### src/rtl/qracc_pingpong_feature_loader.sv
// Ping-pong activation loader: buffer words fill one bank while seq_acc consumes the masked vector in the other.
// Vector valid the cycle after its commit edge; wr_ready_o drops with both banks committed, data_o holds while !ready_i.
module qracc_pingpong_feature_loader #(
  parameter int inputWidth   = 256,
  parameter int elementWidth = 8,
  parameter int numElements  = 128,
  parameter int maxReuse     = 16,
  localparam int ElemsPerWord   = inputWidth / elementWidth,
  localparam int WordsPerVector = numElements / ElemsPerWord,
  localparam int AddrW          = $clog2(WordsPerVector) + 1,
  localparam int MaskW          = $clog2(numElements + 1),
  localparam int ReuseW         = (maxReuse > 1) ? $clog2(maxReuse) : 1
) (
  input  logic                                clk,
  input  logic                                nrst,
  input  logic                                clear_i,
  input  logic                                wr_en_i,
  input  logic [AddrW-1:0]                    wr_addr_i,
  input  logic [inputWidth-1:0]               wr_data_i,
  input  logic                                wr_last_i,
  output logic                                wr_ready_o,
  input  logic [MaskW-1:0]                    mask_start_i,
  input  logic [MaskW-1:0]                    mask_end_i,
  input  logic [ReuseW-1:0]                   reuse_i,
  output logic [numElements*elementWidth-1:0] data_o,
  output logic                                valid_o,
  input  logic                                ready_i,
  output logic [1:0]                          occupancy_o,
  output logic                                err_o
);

  localparam int IdxW = (WordsPerVector > 1) ? $clog2(WordsPerVector) : 1;

  if ((inputWidth % elementWidth != 0) || (numElements % ElemsPerWord != 0) || (WordsPerVector < 1))
  begin : g_bad_geometry
    $error("numElements must be a whole, nonzero number of buffer words");
  end

  logic [inputWidth-1:0] bank_q [2][WordsPerVector];
  logic                  fill_ptr_q, fill_ptr_d;
  logic                  rd_ptr_q, rd_ptr_d;
  logic [1:0]            occ_q, occ_d;
  logic [ReuseW-1:0]     rcnt_q, rcnt_d;
  logic                  err_q, err_d;

  logic             addr_ok;
  logic             wr_acc;
  logic             commit;
  logic             fire;
  logic             pop;
  logic [IdxW-1:0]  wr_idx;

  assign wr_ready_o  = (occ_q != 2'd2);
  assign valid_o     = (occ_q != 2'd0);
  assign occupancy_o = occ_q;
  assign err_o       = err_q;

  assign addr_ok = (wr_addr_i < AddrW'(WordsPerVector));
  assign wr_idx  = wr_addr_i[IdxW-1:0];
  assign wr_acc  = wr_en_i & wr_ready_o & addr_ok & ~clear_i;
  assign commit  = wr_acc & wr_last_i;
  assign fire    = valid_o & ready_i & ~clear_i;
  // >= keeps the counter bounded even if reuse_i is lowered mid-vector.
  assign pop     = fire & (rcnt_q >= reuse_i);

  always_comb begin
    fill_ptr_d = fill_ptr_q;
    rd_ptr_d   = rd_ptr_q;
    occ_d      = occ_q;
    rcnt_d     = rcnt_q;
    err_d      = err_q;
    if (clear_i) begin
      fill_ptr_d = 1'b0;
      rd_ptr_d   = 1'b0;
      occ_d      = 2'd0;
      rcnt_d     = '0;
      err_d      = 1'b0;
    end else begin
      if (wr_en_i && (!wr_ready_o || !addr_ok)) err_d = 1'b1;
      if (commit) fill_ptr_d = ~fill_ptr_q;
      if (pop) begin
        rd_ptr_d = ~rd_ptr_q;
        rcnt_d   = '0;
      end else if (fire) begin
        rcnt_d = rcnt_q + ReuseW'(1);
      end
      occ_d = occ_q + {1'b0, commit} - {1'b0, pop};
    end
  end

  always_ff @(posedge clk or negedge nrst) begin
    if (!nrst) begin
      fill_ptr_q <= 1'b0;
      rd_ptr_q   <= 1'b0;
      occ_q      <= 2'd0;
      rcnt_q     <= '0;
      err_q      <= 1'b0;
      for (int b = 0; b < 2; b++) begin
        for (int w = 0; w < WordsPerVector; w++) begin
          bank_q[b][w] <= '0;
        end
      end
    end else begin
      fill_ptr_q <= fill_ptr_d;
      rd_ptr_q   <= rd_ptr_d;
      occ_q      <= occ_d;
      rcnt_q     <= rcnt_d;
      err_q      <= err_d;
      if (wr_acc) bank_q[fill_ptr_q][wr_idx] <= wr_data_i;
    end
  end

  for (genvar i = 0; i < numElements; i++) begin : g_elem
    localparam int WordIdx = i / ElemsPerWord;
    localparam int ByteIdx = i % ElemsPerWord;
    logic in_mask;
    assign in_mask = (MaskW'(i) >= mask_start_i) && (MaskW'(i) < mask_end_i);
    assign data_o[i*elementWidth +: elementWidth] =
      in_mask ? bank_q[rd_ptr_q][WordIdx][ByteIdx*elementWidth +: elementWidth] : '0;
  end

endmodule
### config.mk
export PLATFORM = sky130hd
export DESIGN_NAME = qracc_pingpong_feature_loader
export DESIGN_NICKNAME = d
export VERILOG_FILES = /design/src/rtl/qracc_pingpong_feature_loader.sv
export SDC_FILE = /design/constraint.sdc
export NUM_CORES = 2
export LEC_CHECK = 0
export ABC_AREA = 1
export BUFFER_PORTS_ARGS = -buffer_cell sky130_fd_sc_hd__buf_2
export CORE_AREA = 4 4 513 515
export CTS_BUF_LIST = sky130_fd_sc_hd__clkbuf_4
export DETAILED_ROUTE_END_ITERATION = 16
export DIE_AREA = 0 0 517 519
export SLEW_MARGIN = 30
export SYNTH_ARGS = -nofsm -noshare
export SYNTH_HDL_FRONTEND = slang
export SYNTH_SLANG_ARGS = --single-unit
### constraint.sdc
create_clock -name clk -period 2.2 [get_ports clk]
set_clock_uncertainty 0.1 [all_clocks]
set_input_delay 0.44 -clock clk [delete_from_list [all_inputs] [get_ports clk]]
set_output_delay 0.44 -clock clk [all_outputs]
set_load 0.02 [all_outputs]
==> impl_metrics.yaml <==
run_status:
  status: "finished, violations left"
  violations: "negative setup slack"
final_layout:
  n_fill_cell: 24270
  drive_above_1_share_pct: 28.31
  final_net_count: 13360
  multi_input_area_um2: 36050
  area_growth_pct: 42.68
  finalInstanceArea_um2: 127400
  ff_latch_area_um2: 51480
pwr:
  worst_ir_drop_vdd_mv: 0.4985
  power.leakage_nw: 61.41
  power_density_nw_per_um2: 821.3
global_routing:
  grt_antenna_before_repair: 51
  grt_max_degree: 113
  grt_pass1_wl_mm: 565.6
  grt_pass1_vias: 83500
  track_usage_pct: 28.29
  grt_overflow: 0
die:
  die_h_um: 519
  rows: 187
  ios: 1314
  start_util_pct: 34.52
  dieWidth_um: 517
  core_um2: 258800
  die_area_um2: 268300
detailed_routing:
  first_pass_iters: 6
  dr_total_vias: 87440
  antenna_left: 0
  wl_per_cell_um: 23.92
  via_per_inst: 5.175
  drtIter0Drc: 8245
  drc: 0
  wl_mm: 404.2
clock_network:
  cts.sinks: 2057
  cts_tree: "yes"
  cts-root-buf: "clkbuf_4"
  cts_buffers: 567
  htreeDepth: 6
  clock_latency_ns: 1.32
  cts.clk_slew.worst_paths_ns: 0.07
  cts_max_path_buffers: 4
synth:
  avgSynthCellArea_um2: 8.826
  syn-cell-area_um2: 89320
  syn_inst: 10120
  synth_seq_area_share_pct: 57.63
  synth_nets: 10410
  synth.distinct_cells: 31
  synth_seq_cells: 2057
  yosysWarningCount: 0
worst_setup_path:
  start_kind: "flop"
  reg2reg_depth: 9
  path_max_fanout: 7
  reg2reg_to: "rd_ptr_q"
  endpoint_kind: "output port"
  crit_required_ns: 1.66
  rrSetupSlack_ns: -0.14
  r2r-start: "rd_ptr_q"
  worstPathArrival_ns: 3.21
  path_class: "flop to output port"
placement:
  placed_area_um2: 109400
  gp_congestion: 0.9123
  port-buffer-count: 1313
  dp_hpwl_mm: 285.6
sta:
  fin_crit_sh_pct: 170.3
  hold_viol: 0
  finalSetupViolCount: 1035
  tns_ns: -1409.26
  rsz0062_at_grt: "yes"
  period_minus_slack_ns: 3.746
  worst_slack_ns: -1.546
  fmax_mhz: 266.9
  slew_headroom_pct: 48.19
  maxSlewViolCount: 0
  tightest_slew_ns: 0.7771
worst_hold_path:
  holdPathEnd: "bank_q[934]"
  whs_path_depth: 4
  hp-start: "wr_data_i[166]"
  hold_class: "input port to flop"
flow_run:
  drv_cap: 0
## per-layer routing
metal  share of wire (%)  vias to the layer above  global-route usage [%]
li1                    -                    39580                       -
met1                  41                    42440                   37.71
met2                  44                     4481                   42.90
met3                 8.9                      896                   6.391
met4                 5.7                       34                   14.99
met5               0.051                        -                       0
## sequential cells by signal (all words and copies together) (netlist names)
signal	cells
rd_ptr_q	1
err_o	1
rcnt_q	4
fill_ptr_q	1
bank_q	2048
occupancy_o	2
## cells in the mapped netlist (all sizes together)
cell | n | area [um^2]
nand2 | 2431 | 9148
dfrtp | 2057 | 51470
o21ai | 1371 | 6865
nor2 | 1355 | 5142
a21oi | 1296 | 6490
mux2i | 544 | 5445
clkbuf | 353 | 1325
inv | 315 | 1182
buf | 289 | 1445
nand3 | 48 | 297.8
o211ai | 30 | 280.3
nor3 | 16 | 80.08
ha | 7 | 87.58
or2 | 3 | 18.77
xor2 | 2 | 17.52
clkinv | 1 | 3.750
nand4 | 1 | 6.260
o21bai | 1 | 7.510
## through the flow
| stage | std cells | setup slack, ns | hold WS (ns) | total power [mW] | utilization [%] |
|---|---|---|---|---|---|
| floorplan | 10120 | -0.09629 | 0.04441 | 57.85 | - |
| global placement | 15250 | -1.177 | 0.3646 | 66.26 | 42.28 |
| detailed placement | 15250 | -1.178 | 0.3678 | 66.79 | 42.28 |
| CTS | 16750 | -1.692 | 0.001683 | 104.3 | 47.67 |
| global route | 16870 | -1.688 | 0.04226 | 110.1 | 49.22 |
| finish | 16900 | -1.546 | 0.1304 | 104.7 | 49.24 |
## area by class of cell
type                    count  area share (%)
multi-input cells        7105           28.29
clock buffers             845           4.978
repair buffers           3019           21.19
well taps                3402           3.340
diodes                     38         0.07462
repair inverters            1         0.02356
flip-flops and latches   2057           40.40
clock inverters           112          0.7609
inverters                 316          0.9514
## timing repair
| action | CTS | global route |
|---|---|---|
| endpoints found under the hold margin | 4114 | 0 |
| cloned | 9 | 50 |
| buffers inserted | 21 | 69 |
| endpoints found under the setup margin | 1029 | 1056 |
| pin swaps | 19 | 83 |
| resized for setup | 231 | 591 |
| hold buffers | 512 | 0 |
## layout by cell type, fill, tap and decap left out, drive strengths merged, types with 332 or more instances in the layout
| cell type | netlist | final |
|---|---|---|
| mux2i | 544 | 544 |
| a21oi | 1296 | 1296 |
| o21ai | 1371 | 1371 |
| nor2 | 1355 | 1355 |
| nand2 | 2431 | 2431 |
| clkbuf | 353 | 891 |
| buf | 289 | 2458 |
| inv | 315 | 332 |
| dlygate4sd3 | 0 | 511 |
| dfrtp | 2057 | 2057 |
## power by group
group | total, mW | switching (mW) | internal (mW)
sequential | 48.5 | 3.89 | 44.6
combinational | 19.8 | 11.6 | 8.20
clock | 36.4 | 17.1 | 19.2
## critical path: stages (launching register included)
cell and delay, ns:
dfrtp_4 0.55, buf_12 0.18, buf_16 0.16, buf_16 0.18
buf_4 0.14, mux2i_1 0.35, nor2_1 0.11, buf_2 0.18
## cells by family (layout without fill, tap and decap cells)
kind of cell	count (synthesis)	count (layout)	synth area share, %
adders and majority gates	7	7	0.09806
DFF	2057	2057	57.63
buffers and inverters	958	4293	4.430
muxes	544	544	6.097
other	0	38	0
AOI/OAI and AO/OA	2698	2698	15.27
and+or+nand+nor	3854	3854	16.45
xor gates and xnor gates	2	2	0.01962
## worst max-delay path by stage
stage / startpoint / cells after the start / slack [ns] / endpoint
floorplan: mask_start_i[4] / 6 / -0.1 / data_o[891]
global placement: mask_start_i[6] / 10 / -1.18 / data_o[555]
detailed placement: mask_start_i[6] / 10 / -1.18 / data_o[555]
CTS: rd_ptr_q / 6 / -1.69 / data_o[741]
global route: rd_ptr_q / 8 / -1.69 / data_o[671]
finish: rd_ptr_q / 7 / -1.55 / data_o[288]
Note: power is estimated with default switching activity, not from simulation.
